--- src/rtl/bht_update_scheduler_if.sv ---
// Handshake and table-port bundle for the BHT update scheduler.
// master is the pipeline/table side, slave is the scheduler.
interface bht_update_scheduler_if #(
    parameter int INDEX_W = 10,
    parameter int DEPTH   = 4
);
    localparam int CNT_W = $clog2(DEPTH) + 1;

    logic               PredValid;
    logic [INDEX_W-1:0] PredPC;
    logic               PredReady;
    logic               PredRespValid;
    logic [1:0]         PredCounter;

    logic               CommitValid;
    logic [INDEX_W-1:0] CommitPC;
    logic               CommitTaken;
    logic [1:0]         CommitCounter;
    logic               CommitReady;

    logic               FlushReq;
    logic               InitBusy;
    logic [CNT_W-1:0]   QueueCount;

    logic [INDEX_W-1:0] TblAddr;
    logic               TblWrEn;
    logic [1:0]         TblWrData;
    logic [1:0]         TblRdData;

    modport master (
        output PredValid, PredPC,
        output CommitValid, CommitPC, CommitTaken, CommitCounter,
        output FlushReq, TblRdData,
        input  PredReady, PredRespValid, PredCounter,
        input  CommitReady, InitBusy, QueueCount,
        input  TblAddr, TblWrEn, TblWrData
    );

    modport slave (
        input  PredValid, PredPC,
        input  CommitValid, CommitPC, CommitTaken, CommitCounter,
        input  FlushReq, TblRdData,
        output PredReady, PredRespValid, PredCounter,
        output CommitReady, InitBusy, QueueCount,
        output TblAddr, TblWrEn, TblWrData
    );
endinterface

--- src/rtl/bht_update_scheduler.sv ---
// Single-port BHT owner: arbitrates prediction reads against queued
// commit updates and sweeps the table to INIT_VALUE after reset/flush.
module bht_update_scheduler #(
    parameter int         INDEX_W    = 10,
    parameter int         DEPTH      = 4,
    parameter logic [1:0] INIT_VALUE = 2'b01
) (
    input logic clk,
    input logic rstn,
    bht_update_scheduler_if.slave bus
);
    localparam int PTR_W = $clog2(DEPTH);
    localparam int CNT_W = PTR_W + 1;

    typedef enum logic [1:0] {START, INIT, RUN} state_t;

    typedef struct packed {
        logic [INDEX_W-1:0] pc;
        logic               taken;
        logic [1:0]         counter;
    } entry_t;

    state_t             state;
    entry_t             fifo [DEPTH];
    entry_t             head;
    logic [PTR_W-1:0]   headPtr;
    logic [PTR_W-1:0]   tailPtr;
    logic [CNT_W-1:0]   count;
    logic [INDEX_W-1:0] initAddr;
    logic [INDEX_W-1:0] lastAddr;
    logic               respValid;
    logic [1:0]         heldCounter;

    logic               full;
    logic               empty;
    logic               running;
    logic               rdAccept;
    logic               push;
    logic               pop;
    logic [INDEX_W-1:0] tblAddr;
    logic               tblWrEn;
    logic [1:0]         tblWrData;
    logic [1:0]         predCounter;

    function automatic logic [1:0] sat(input logic [1:0] c, input logic t);
        if (t) return (c == 2'b11) ? c : c + 2'd1;
        else   return (c == 2'b00) ? c : c - 2'd1;
    endfunction

    assign full     = (count == CNT_W'(DEPTH));
    assign empty    = (count == '0);
    assign running  = (state == RUN);
    assign head     = fifo[headPtr];
    assign rdAccept = bus.PredValid & running & ~full;
    // Flush wins over the queue: nothing queued may reach the table.
    assign push     = bus.CommitValid & running & ~full & ~bus.FlushReq;
    assign pop      = running & ~rdAccept & ~empty & ~bus.FlushReq;

    always_comb begin
        tblAddr   = lastAddr;
        tblWrEn   = 1'b0;
        tblWrData = 2'b00;
        case (state)
            INIT: begin
                tblAddr   = initAddr;
                tblWrEn   = 1'b1;
                tblWrData = INIT_VALUE;
            end
            RUN: begin
                unique case (1'b1)
                    rdAccept: tblAddr = bus.PredPC;
                    pop: begin
                        tblAddr   = head.pc;
                        tblWrEn   = 1'b1;
                        tblWrData = sat(head.counter, head.taken);
                    end
                    default: ;
                endcase
            end
            default: tblAddr = '0;
        endcase
    end

    assign predCounter = respValid ? bus.TblRdData : heldCounter;

    always_ff @(posedge clk or negedge rstn) begin
        if (!rstn) begin
            state       <= START;
            initAddr    <= '0;
            lastAddr    <= '0;
            respValid   <= 1'b0;
            heldCounter <= 2'b00;
        end else begin
            lastAddr    <= tblAddr;
            respValid   <= rdAccept;
            heldCounter <= predCounter;
            case (state)
                START: begin
                    state    <= INIT;
                    initAddr <= '0;
                end
                INIT: begin
                    if (bus.FlushReq) begin
                        initAddr <= '0;
                    end else if (initAddr == '1) begin
                        state    <= RUN;
                        initAddr <= '0;
                    end else begin
                        initAddr <= initAddr + 1'b1;
                    end
                end
                RUN: begin
                    if (bus.FlushReq) begin
                        state    <= INIT;
                        initAddr <= '0;
                    end
                end
                default: state <= START;
            endcase
        end
    end

    always_ff @(posedge clk or negedge rstn) begin
        if (!rstn) begin
            headPtr <= '0;
            tailPtr <= '0;
            count   <= '0;
        end else if (bus.FlushReq) begin
            headPtr <= '0;
            tailPtr <= '0;
            count   <= '0;
        end else begin
            if (push) tailPtr <= tailPtr + 1'b1;
            if (pop)  headPtr <= headPtr + 1'b1;
            case ({push, pop})
                2'b10:   count <= count + 1'b1;
                2'b01:   count <= count - 1'b1;
                default: count <= count;
            endcase
        end
    end

    // Queue storage needs no reset; occupancy alone qualifies it.
    always_ff @(posedge clk) begin
        if (push) begin
            fifo[tailPtr] <= '{
                pc:      bus.CommitPC,
                taken:   bus.CommitTaken,
                counter: bus.CommitCounter
            };
        end
    end

    assign bus.PredReady     = running & ~full;
    assign bus.CommitReady   = running & ~full;
    assign bus.PredRespValid = respValid;
    assign bus.PredCounter   = predCounter;
    assign bus.InitBusy      = ~running;
    assign bus.QueueCount    = count;
    assign bus.TblAddr       = tblAddr;
    assign bus.TblWrEn       = tblWrEn;
    assign bus.TblWrData     = tblWrData;
endmodule
--- src/flat_wrapper.sv ---
// flat-port wrapper written by rule: the top's interface ports become plain ports
module bht_update_scheduler_flat 
#(
    parameter int         INDEX_W    = 10,
    parameter int         DEPTH      = 4,
    parameter logic [1:0] INIT_VALUE = 2'b01
)
  (clk, rstn, bus_PredValid, bus_PredPC, bus_CommitValid, bus_CommitPC, bus_CommitTaken, bus_CommitCounter, bus_FlushReq, bus_TblRdData, bus_PredReady, bus_PredRespValid, bus_PredCounter, bus_CommitReady, bus_InitBusy, bus_QueueCount, bus_TblAddr, bus_TblWrEn, bus_TblWrData);
  bht_update_scheduler_if #(.INDEX_W(INDEX_W), .DEPTH(DEPTH)) bus_i ();
  input logic clk;
  input logic rstn;
  input wire logic [$bits(bus_i.PredValid)-1:0] bus_PredValid;
  input wire logic [$bits(bus_i.PredPC)-1:0] bus_PredPC;
  input wire logic [$bits(bus_i.CommitValid)-1:0] bus_CommitValid;
  input wire logic [$bits(bus_i.CommitPC)-1:0] bus_CommitPC;
  input wire logic [$bits(bus_i.CommitTaken)-1:0] bus_CommitTaken;
  input wire logic [$bits(bus_i.CommitCounter)-1:0] bus_CommitCounter;
  input wire logic [$bits(bus_i.FlushReq)-1:0] bus_FlushReq;
  input wire logic [$bits(bus_i.TblRdData)-1:0] bus_TblRdData;
  output wire logic [$bits(bus_i.PredReady)-1:0] bus_PredReady;
  output wire logic [$bits(bus_i.PredRespValid)-1:0] bus_PredRespValid;
  output wire logic [$bits(bus_i.PredCounter)-1:0] bus_PredCounter;
  output wire logic [$bits(bus_i.CommitReady)-1:0] bus_CommitReady;
  output wire logic [$bits(bus_i.InitBusy)-1:0] bus_InitBusy;
  output wire logic [$bits(bus_i.QueueCount)-1:0] bus_QueueCount;
  output wire logic [$bits(bus_i.TblAddr)-1:0] bus_TblAddr;
  output wire logic [$bits(bus_i.TblWrEn)-1:0] bus_TblWrEn;
  output wire logic [$bits(bus_i.TblWrData)-1:0] bus_TblWrData;
  assign bus_i.PredValid = bus_PredValid;
  assign bus_i.PredPC = bus_PredPC;
  assign bus_i.CommitValid = bus_CommitValid;
  assign bus_i.CommitPC = bus_CommitPC;
  assign bus_i.CommitTaken = bus_CommitTaken;
  assign bus_i.CommitCounter = bus_CommitCounter;
  assign bus_i.FlushReq = bus_FlushReq;
  assign bus_i.TblRdData = bus_TblRdData;
  assign bus_PredReady = bus_i.PredReady;
  assign bus_PredRespValid = bus_i.PredRespValid;
  assign bus_PredCounter = bus_i.PredCounter;
  assign bus_CommitReady = bus_i.CommitReady;
  assign bus_InitBusy = bus_i.InitBusy;
  assign bus_QueueCount = bus_i.QueueCount;
  assign bus_TblAddr = bus_i.TblAddr;
  assign bus_TblWrEn = bus_i.TblWrEn;
  assign bus_TblWrData = bus_i.TblWrData;
  bht_update_scheduler #(.INDEX_W(INDEX_W), .DEPTH(DEPTH), .INIT_VALUE(INIT_VALUE)) u_core (.clk(clk), .rstn(rstn), .bus(bus_i));
endmodule
--- config.mk ---
export PLATFORM = sky130hd
export DESIGN_NAME = bht_update_scheduler_flat
export DESIGN_NICKNAME = d
export VERILOG_FILES = /design/src/rtl/bht_update_scheduler_if.sv /design/src/rtl/bht_update_scheduler.sv /design/src/flat_wrapper.sv
export SDC_FILE = /design/constraint.sdc
export NUM_CORES = 1
export LEC_CHECK = 0
export ABC_AREA = 1
export CELL_PAD_IN_SITES_DETAIL_PLACEMENT = 0
export CELL_PAD_IN_SITES_GLOBAL_PLACEMENT = 1
export CORE_MARGIN = 5
export CORE_UTILIZATION = 38
export CTS_BUF_LIST = sky130_fd_sc_hd__clkbuf_16
export DETAILED_ROUTE_END_ITERATION = 10
export PLACE_DENSITY = 0.7
export SLEW_MARGIN = 20
export SYNTH_ARGS = -nofsm -noshare
export SYNTH_HDL_FRONTEND = slang
export SYNTH_SLANG_ARGS = --single-unit
--- constraint.sdc ---
create_clock -name clk -period 5 [get_ports clk]
set_input_delay 1 -clock clk [delete_from_list [all_inputs] [get_ports clk]]
set_output_delay 1 -clock clk [all_outputs]
set_load 0.02 [all_outputs]
==> results of run 1 <==
==> kinds of logic after synthesis <==
| group | after synthesis |
|---|---|
| AO/OA/AOI/OAI | 15 |
| XOR/XNOR | 6 |
| adder cells (fa/ha/maj) | 11 |
| buffers and inverters | 49 |
| flip-flops | 84 |
| multiplexers | 2 |
| AND/OR/NAND/NOR | 260 |
==> sequential cells by signal, summed over array words and instances (netlist names) <==
register                  count
u_core.fifo                  52
u_core.initAddr              10
u_core.lastAddr              10
u_core.bus.QueueCount         3
u_core.headPtr                2
u_core.heldCounter            2
u_core.state                  2
u_core.tailPtr                2
u_core.bus.PredRespValid      1
==> cells in the final DEF, fill, tap and decap left out, types with 2 or more instances in the layout <==
cell | Yosys | final
nand2_1 | 161 | 161
edfxtp_1 | 52 | 52
clkdlybuf4s50_1 | 0 | 51
nand3_1 | 49 | 49
dfrtp_1 | 32 | 32
inv_1 | 26 | 27
nor2_1 | 27 | 27
ha_1 | 10 | 10
clkbuf_16 | 0 | 9
nand4_1 | 8 | 8
o21ai_0 | 6 | 6
buf_4 | 6 | 6
inv_2 | 5 | 5
xor2_1 | 5 | 5
nand2_2 | 4 | 4
a21oi_1 | 4 | 4
nand2_4 | 3 | 3
nor3_1 | 3 | 3
nand3_2 | 2 | 2
clkinv_1 | 2 | 2
mux2_2 | 2 | 2
bufinv_16 | 0 | 2
==> synthesized netlist by cell type, types with 4 or more instances <==
cell	number
nand2_1	161
edfxtp_1	52
nand3_1	49
dfrtp_1	32
nor2_1	27
inv_1	26
ha_1	10
nand4_1	8
buf_4	6
o21ai_0	6
inv_2	5
xor2_1	5
a21oi_1	4
nand2_2	4
==> worst max-delay path: cells and delay by family <==
| kind | cells | cell delay [ns] |
|---|---|---|
| AOI/OAI and AO/OA | 1 | 0.33 |
| buffers and inverters | 3 | 1.30 |
| and+or+nand+nor | 5 | 0.48 |
==> area by class of cell <==
type                            count  area share
Sequential cell                    84       0.474
Clock inverter                      7      0.0201
Clock buffer                        9      0.0452
Tap cell                          136      0.0341
Multi-Input combinational cell    294       0.288
Inverter                           35      0.0271
Timing Repair Buffer               57       0.111
==> routing by layer <==
layer	global-route usage	routed length [µm]	vias to the layer above
met4	0.0697	243	0
li1	-	-	1501
met2	0.258	4530	59
met3	0.0299	371	15
met5	0	0	-
met1	0.214	4390	1390
==> power breakdown <==
part	internal (mW)	switching, mW	total [mW]
Clock	0.442	0.278	0.720
Sequential	0.745	0.00889	0.754
Combinational	0.0399	0.0408	0.0807
==> path summary, 6_finish.rpt <==
path | slack [ns] | to | cells past startpoint | startpoint
worst max-delay path | 0.88 | bus_TblAddr[4] | 9 | bus_FlushReq
worst min-delay path | 0.50 | u_core.heldCounter[1] | 1 | u_core.heldCounter[1]
worst max register to register | 2.66 | u_core.bus.QueueCount[2] | 14 | u_core.state[0]
worst min register to register | 0.50 | u_core.heldCounter[1] | 1 | u_core.heldCounter[1]
max in group asynchronous | 3.61 | u_core.bus.QueueCount[0] | 2 | rstn
min in group asynchronous | 1.07 | u_core.lastAddr[3] | 2 | rstn
==> impl_metrics.py, run 1 <==
metrics = {
    "yosys": {
        "yosysWarnings": 0,
        "synth_ff_type": "edfxtp_1",
        "synthArstFlopShare": 0.381,
        "synth.mux.area_fraction": 0.00558,
        "ys_ff_latch": 84,
        "syn_avg_cell_area_um2": 9.45,
        "syn_inst": 427,
        "post-synth-top-area-cell": "edfxtp_1",
        "synth_top_area_share": 0.387,
        "synth_top_family_by_area": "simple AND/OR/NAND/NOR gates",
        "synth-simple-area-share": 0.278,
        "ys_seq_area_frac": 0.585,
        "synthDistinctLibCells": 34,
        "syn_nets": 468,
        "synthAdderAreaFrac": 0.0360,
        "synth-edff-count": 52,
        "synth_compound_area_frac": 0.0233,
        "syn_area_mm2": 0.00404,
        "synth.area.top_cells": "edfxtp_1, dfrtp_1, nand2_1",
        "synth_xor_area_frac": 0.0130,
    },
    "placement": {
        "dp_cells": 606,
        "place_ws_ns": 0.831,
        "place_congestion": 0.822,
        "dp_hpwl_um": 6550,
        "port_buffers": 51,
        "dpl_cell_area_mm2": 0.00466,
    },
    "clock_tree": {
        "cts_buffers": 9,
        "cts_tree": "built",
        "hold_buffers": 0,
        "clk_pin_slew_ns": 0.06,
        "cts_resized": 0,
        "root_buffer": "clkbuf_16",
        "cts.sinks": 84,
        "insertion_delay_ns": 0.34,
        "cts_setup_buffers": 0,
        "clk_path_buf_depth": 2,
        "ctsHtreeMaxLevel": 3,
    },
    "global_routing": {
        "grt_start_max_net_pins": 33,
        "grtUsageTotal": 0.161,
        "antenna_found_initial": 0,
        "grt_pass1_wl_um": 15800,
        "grt_pass1_vias": 3024,
        "grt.overflow.total": 0,
    },
    "detailed_routing": {
        "vias_per_cell": 4.77,
        "vias": 2965,
        "routed_wl_um": 9540,
        "firstDrtPassIters": 4,
        "drt_iter0_markers": 162,
        "drcViolationCount": 0,
        "wl_per_cell_um": 15.3,
        "ant_nets": 0,
    },
    "floorplanning": {
        "start_util": 0.391,
        "dieArea_mm2": 0.0128,
        "dieWidth_um": 113,
        "io_pins": 52,
        "dieHeight_um": 113,
        "fp.coreArea_mm2": 0.0103,
        "rows": 37,
    },
    "layout": {
        "final_cell_area_mm2": 0.00498,
        "syn_to_final_growth_pct": 23.5,
        "drive_gt1_frac": 0.0905,
        "fillCellCount": 929,
        "nets": 522,
        "fin_util": 0.483,
        "multi_input_area_mm2": 0.00144,
        "fin_cells": 622,
        "diodes": 0,
        "register_area_mm2": 0.00236,
    },
    "critical_path": {
        "crit_type": "in -> out",
        "cp_max_fo": 12,
        "crit_path_frequent_cell": "nand2_1",
        "crit_chain": "clkdlybuf4s50_1 > inv_2 > nand2_4 > a21oi_4 > nand2_1 > nand3_1 > nand2_1 > nand2_1 > clkdlybuf4s50_1",
        "cp_slowest_cell": "clkdlybuf4s50_1",
        "crit_path_end_kind": "primary output",
        "worstPathArrival_ns": 3.12,
        "crit_path_max_incr_delay_ns": 0.60,
        "crit_required_ns": 4.00,
        "critPathLaunchType": "input pin",
    },
    "sta": {
        "hold_slack_ns": 0.502,
        "slew_viol_final": 0,
        "fmax_mhz": 243,
        "setup_tns_ns": 0,
        "setup_ws_ns": 0.885,
        "finalSetupViolations": 0,
        "worst_slew_pin_slew_ns": 1.01,
        "finalCriticalPeriod_ns": 4.12,
        "hold_violations": 0,
        "max_slew_margin": 0.328,
        "skew_ns": 0.00804,
        "rsz0062_at_grt": "false",
        "fin_crit_sh": 0.823,
    },
    "power": {
        "power_density_mw_per_mm2": 312,
        "vdd_drop_max_mv": 0.126,
        "power.leakage_nw": 2.13,
        "p_total_mw": 1.55,
    },
    "flow_run": {
        "timing.max_cap.violations": 0,
    },
    "status": {
        "status": "completed",
    },
    "worst_hold_path": {
        "min_path_type": "reg -> reg",
    },
}
No activity file was read; power rests on OpenSTA's default activity.
==> inputs of run 2 (changes only) <==
--- a/config.mk
+++ b/config.mk
@@ -12,7 +12,7 @@
 export CORE_UTILIZATION = 38
 export CTS_BUF_LIST = sky130_fd_sc_hd__clkbuf_16
 export DETAILED_ROUTE_END_ITERATION = 10
-export PLACE_DENSITY = 0.7
+export PLACE_DENSITY = 0.73
 export SLEW_MARGIN = 20
 export SYNTH_ARGS = -nofsm -noshare
 export SYNTH_HDL_FRONTEND = slang
==> constraint.sdc (replaced) <==
create_clock -name clk -period 3.39 [get_ports clk]
set_input_delay 0.678 -clock clk [delete_from_list [all_inputs] [get_ports clk]]
set_output_delay 0.678 -clock clk [all_outputs]
set_load 0.02 [all_outputs]
==> run 2 against run 1 <==
Final area is 1.4% higher. Register-to-register slack worse by 1.6 ns. Cell count up 1.8%. Sequential power grew 47%. Worst hold slack worse by 0.0014 ns. Core utilization up 0.65 points. Highest routed layer unchanged.
==> impl_metrics.py, run 2 (synthesis results as in run 1) <==
metrics = {
    "global_routing": {
        "grt.overflow.total": 0,
        "grt_pass1_vias": 2882,
        "grt_pass1_wl_um": 15100,
        "grt_start_max_net_pins": 33,
        "use_met2": 0.243,
        "top_usage_layer": "met2",
        "grt_util_met3": 0.0497,
        "grtUsageTotal": 0.154,
        "antenna_found_initial": 0,
        "met1_usage": 0.207,
    },
    "critical_path": {
        "crit_type": "in -> out",
        "cp_max_fo": 11,
        "cp_slowest_cell": "clkdlybuf4s50_1",
        "crit_path_end_kind": "primary output",
        "critPathLaunchType": "input pin",
        "worstPathArrival_ns": 2.54,
        "crit_required_ns": 2.71,
        "crit_chain": "clkdlybuf4s50_1 > inv_1 > o21ai_2 > nand2_2 > nand2_4 > nand3_1 > nand2_1 > nand2_1 > nand3_1 > clkdlybuf4s50_1",
        "crit_path_max_incr_delay_ns": 0.62,
    },
    "power": {
        "power_frac_comb": 0.057,
        "p_sw_frac": 0.204,
        "p_clk_frac": 0.429,
        "pwr-share-seq": 0.515,
        "power_density_mw_per_mm2": 428,
        "vdd_drop_max_mv": 0.243,
        "p_switching_mw": 0.441,
        "p_total_mw": 2.16,
        "internal_power_mw": 1.72,
        "power.leakage_nw": 2.18,
    },
    "layout": {
        "diodes": 0,
        "nets": 533,
        "fillCellCount": 966,
        "largest_register": "u_core.fifo",
        "syn_to_final_growth_pct": 25.2,
        "final_common_cell": "nand2_1",
        "largestRegisters": "u_core.fifo (52), u_core.initAddr (10), u_core.lastAddr (10)",
        "fin_cells": 633,
        "largest_reg_flops": 52,
        "drive_gt1_frac": 0.111,
        "final_cell_area_mm2": 0.00505,
        "layout_common_cells": "nand2_1, edfxtp_1, clkdlybuf4s50_1, nand3_1, dfrtp_1",
    },
    "sta": {
        "worst_slew_pin_slew_ns": 0.511,
        "finalSetupViolations": 0,
        "skew_ns": 0.00868,
        "fin_crit_sh": 0.949,
        "slew_viol_final": 0,
        "rsz0062_at_grt": "false",
        "hold_violations": 0,
        "finalCriticalPeriod_ns": 3.22,
        "fmax_mhz": 311,
        "setup_tns_ns": 0,
        "hold_slack_ns": 0.501,
        "max_slew_margin": 0.659,
    },
    "detailed_routing": {
        "drt_iter0_markers": 167,
        "firstDrtPassIters": 6,
        "ant_nets": 0,
        "routed_wl_um": 9200,
        "wl_per_cell_um": 14.5,
        "vias": 2980,
        "drcViolationCount": 0,
        "vias_per_cell": 4.71,
    },
    "clock_tree": {
        "cts_buffers": 9,
        "cts_setup_buffers": 0,
        "cts_tree": "built",
        "cts.sinks": 84,
        "ctsHtreeMaxLevel": 3,
        "root_buffer": "clkbuf_16",
        "clk_path_buf_depth": 2,
        "clk_pin_slew_ns": 0.06,
        "hold_buffers": 0,
        "insertion_delay_ns": 0.34,
    },
    "status": {
        "status": "completed",
    },
    "floorplanning": {
        "dieHeight_um": 113,
        "io_pins": 52,
        "dieArea_mm2": 0.0128,
        "fp.coreArea_mm2": 0.0103,
        "dieWidth_um": 113,
        "rows": 37,
        "start_util": 0.391,
    },
    "placement": {
        "dp_cells": 616,
        "dp_hpwl_um": 6460,
        "port_buffers": 51,
        "place_congestion": 0.796,
        "dpl_cell_area_mm2": 0.00475,
    },
    "worst_hold_path": {
        "min_path_type": "reg -> reg",
    },
    "flow_run": {
        "timing.max_cap.violations": 0,
    },
}
## run 2: routing by layer
layer / vias up / wire (µm)
met5: - / 0
li1: 1515 / -
met3: 10 / 433
met2: 59 / 4300
met4: 0 / 103
met1: 1396 / 4370
## run 2: path summary, 6_finish.rpt
path                                       startpoint                       end  slack, ns  cells after the start
max in group asynchronous                        rstn        u_core.initAddr[2]       2.35                      2
worst max register to register        u_core.state[0]  u_core.bus.QueueCount[2]       1.10                     15
worst min register to register  u_core.heldCounter[1]     u_core.heldCounter[1]       0.50                      1
worst min-delay path            u_core.heldCounter[1]     u_core.heldCounter[1]       0.50                      1
worst max-delay path                    bus_PredValid            bus_TblAddr[6]       0.17                     10
min in group asynchronous                        rstn        u_core.initAddr[9]       0.75                      2
## run 2: cell type report
type | instances | area, µm² | area share
sequential | 84 | 2360 | 0.468
timing repair inverter | 1 | 7.51 | 0.00149
clock buffer | 9 | 225 | 0.0446
timing repair buffer | 67 | 643 | 0.127
tap | 136 | 170 | 0.0337
clock inverter | 7 | 58.8 | 0.0116
inverter | 35 | 141 | 0.0280
multi-input combinational | 294 | 1440 | 0.286
## run 2: through the flow
| step | worst slack (ns) | utilization |
|---|---|---|
| after floorplan | 1.10 | - |
| final | 0.173 | 0.489 |
| after detailed placement | 0.106 | 0.460 |
| after global placement | 0.135 | 0.460 |
| after CTS | 0.0245 | 0.487 |
| after global routing | 0.00441 | 0.489 |
## run 2: power by group through the flow
stage	Sequential [mW]	Clock [mW]	Combinational, mW
global placement	1.13	0	0.122
finish	1.11	0.927	0.123
detailed placement	1.13	0	0.124
global route	1.11	0.999	0.138
CTS	1.11	0.952	0.124
floorplan	1.14	0	0.0421
## run 2: timing repair
item | CTS | global route
gates resized for setup | 0 | 5
endpoints found under the setup margin | 0 | 10
hold endpoints to repair | 0 | 0
## run 2: critical path: cells and delay by family
family	cells	cell delay (ns)
buffers and inverters	3	1.18
AND/OR/NAND/NOR	6	0.57
AO/OA/AOI/OAI	1	0.09
==> inputs of run 3 (changes only) <==
--- a/config.mk
+++ b/config.mk
@@ -13,6 +13,7 @@
 export CTS_BUF_LIST = sky130_fd_sc_hd__clkbuf_16
 export DETAILED_ROUTE_END_ITERATION = 10
 export PLACE_DENSITY = 0.73
+export SETUP_SLACK_MARGIN = 0.3
 export SLEW_MARGIN = 20
 export SYNTH_ARGS = -nofsm -noshare
 export SYNTH_HDL_FRONTEND = slang
==> run 3 against run 2 <==
Global-route usage barely moved. Final area shrank 0.32%. Combinational power about the same. Sequential share of layout area grew 0.18 points. Clock-buffer cell count stayed put. Highest routed layer unchanged. Sequential power about the same. Core utilization shrank 0.16 points. Largest cell class unchanged. Via count rose by 0.64%.
==> impl_metrics.py, run 3 (synthesis results as in run 1) <==
metrics = {
    "status": {
        "status": "completed",
    },
    "critical_path": {
        "critPathLaunchType": "input pin",
        "crit_path_max_incr_delay_ns": 0.60,
        "r2r-end": "u_core.bus.QueueCount[2]",
        "worstPathArrival_ns": 2.28,
        "cp_slowest_cell": "clkdlybuf4s50_1",
        "crit_required_ns": 2.71,
        "worstReg2RegStart": "u_core.state[0]",
        "crit_path_end_kind": "primary output",
        "cp_max_fo": 12,
        "r2r_cells": 15,
        "rrSetupSlack_ns": 1.10,
        "crit_chain": "clkdlybuf4s50_1 > inv_1 > o21ai_2 > a21oi_4 > buf_12 > nand2_1 > nand2_1 > clkdlybuf4s50_1",
        "crit_type": "in -> out",
    },
    "clock_tree": {
        "root_buffer": "clkbuf_16",
        "insertion_delay_ns": 0.34,
        "clk_pin_slew_ns": 0.05,
        "cts.sinks": 84,
        "cts_buffers": 9,
        "ctsHtreeMaxLevel": 3,
        "hold_buffers": 0,
        "clk_path_buf_depth": 2,
        "cts_tree": "built",
    },
    "global_routing": {
        "grt_pass1_wl_um": 15100,
        "antenna_found_initial": 0,
        "grt_util_met3": 0.0476,
        "met1_usage": 0.207,
        "grt.overflow.total": 0,
        "grt_start_max_net_pins": 33,
        "grtUsageTotal": 0.154,
        "grt_pass1_vias": 2889,
        "use_met2": 0.242,
        "top_usage_layer": "met2",
    },
    "sta": {
        "setup_tns_ns": 0,
        "fin_crit_sh": 0.872,
        "skew_ns": 0.00831,
        "hold_violations": 0,
        "setup_ws_ns": 0.432,
        "slew_viol_final": 0,
        "finalSetupViolations": 0,
        "worst_slew_pin_slew_ns": 0.418,
        "hold_slack_ns": 0.501,
        "max_slew_margin": 0.721,
        "rsz0062_at_grt": "false",
        "fmax_mhz": 338,
        "finalCriticalPeriod_ns": 2.96,
    },
    "layout": {
        "final_common_cell": "nand2_1",
        "diodes": 0,
        "largest_register": "u_core.fifo",
        "fin_cells": 632,
        "register_area_mm2": 0.00236,
        "largest_reg_flops": 52,
        "multi_input_area_mm2": 0.00145,
        "fillCellCount": 975,
        "syn_to_final_growth_pct": 24.8,
        "largestRegisters": "u_core.fifo (52), u_core.initAddr (10), u_core.lastAddr (10)",
        "layout_common_cells": "nand2_1, edfxtp_1, nand3_1, clkdlybuf4s50_1, dfrtp_1",
        "nets": 532,
        "drive_gt1_frac": 0.115,
    },
    "detailed_routing": {
        "firstDrtPassIters": 4,
        "drt_iter0_markers": 147,
        "vias": 2999,
        "vias_per_cell": 4.75,
        "drcViolationCount": 0,
        "ant_nets": 0,
        "routed_wl_um": 9150,
        "wl_per_cell_um": 14.5,
    },
    "floorplanning": {
        "dieWidth_um": 113,
        "fp.coreArea_mm2": 0.0103,
        "start_util": 0.391,
        "dieArea_mm2": 0.0128,
        "io_pins": 52,
        "rows": 37,
        "dieHeight_um": 113,
    },
    "power": {
        "power_density_mw_per_mm2": 429,
        "p_total_mw": 2.16,
        "vdd_drop_max_mv": 0.245,
        "power.leakage_nw": 2.24,
    },
    "placement": {
        "dp_hpwl_um": 6460,
        "dp_cells": 616,
        "place_ws_ns": 0.106,
        "place_congestion": 0.796,
        "port_buffers": 51,
    },
    "worst_hold_path": {
        "min_to": "u_core.heldCounter[1]",
        "hold_start": "u_core.heldCounter[1]",
        "hold_depth": 1,
        "min_path_type": "reg -> reg",
    },
    "flow_run": {
        "timing.max_cap.violations": 0,
    },
}
-- run 3: cell count changes in the layout (fill, tap and decap cells not counted), sizes merged --
cell and change:
clkdlybuf4s50 -12, dlymetal6s2s +1, clkinv +1, clkinvlp -2, dlygate4sd2 +11
-- run 3: worst max path at each step --
stage                     from               end  slack, ns  cells past startpoint
2_1_floorplan     bus_FlushReq  bus_TblWrData[0]       1.10                      5
3_3_place_gp     bus_PredValid    bus_TblAddr[7]       0.14                     10
3_5_place_dp     bus_PredValid    bus_TblAddr[9]       0.11                     10
4_1_cts        u_core.state[0]    bus_TblAddr[7]       0.17                     10
5_1_grt          bus_PredValid    bus_TblAddr[1]       0.31                     10
6_report         bus_PredValid       bus_TblWrEn       0.43                      8
-- run 3: repair_timing --
action                                  4_1_cts  5_1_grt
endpoints found under the setup margin       12        5
cloned                                        0        0
gates resized for setup                      17        2
setup buffers                                 0        0
-- run 3: layout make-up --
class | instances | area share
flip-flops and latches | 84 | 0.469
multi-input cells | 294 | 0.287
repair buffers | 67 | 0.125
clock buffers | 9 | 0.0447
well taps | 136 | 0.0338
inverters | 35 | 0.0278
clock inverters | 7 | 0.0117
-- run 3: report_power, final --
| group | leakage (nW) | total [mW] | switching, mW | internal (mW) |
|---|---|---|---|---|
| Sequential | 0.900 | 1.11 | 0.0135 | 1.10 |
| Combinational | 1.20 | 0.121 | 0.0601 | 0.0607 |
| Clock | 0.141 | 0.928 | 0.369 | 0.559 |
| Total | 2.24 | 2.16 | 0.442 | 1.72 |
-- run 3: layer usage --
metal | up-vias | part of all wire
li1 | 1519 | -
met1 | 1399 | 0.47
met2 | 69 | 0.46
met3 | 12 | 0.050
met4 | 0 | 0.017
met5 | - | 0
-- run 3: per-stage QoR --
stage / utilization / cell area [µm²]
after detailed placement: 0.460 / 4750
after floorplan: - / 4040
after global placement: 0.460 / 4750
after global routing: 0.488 / 5040
final: 0.488 / 5040
after CTS: 0.487 / 5030
-- run 3: worst max-delay path, delay by kind of cell --
family	cells	cell delay, ns
simple gates	2	0.10
buf+inv	4	1.26
compound gates	2	0.23
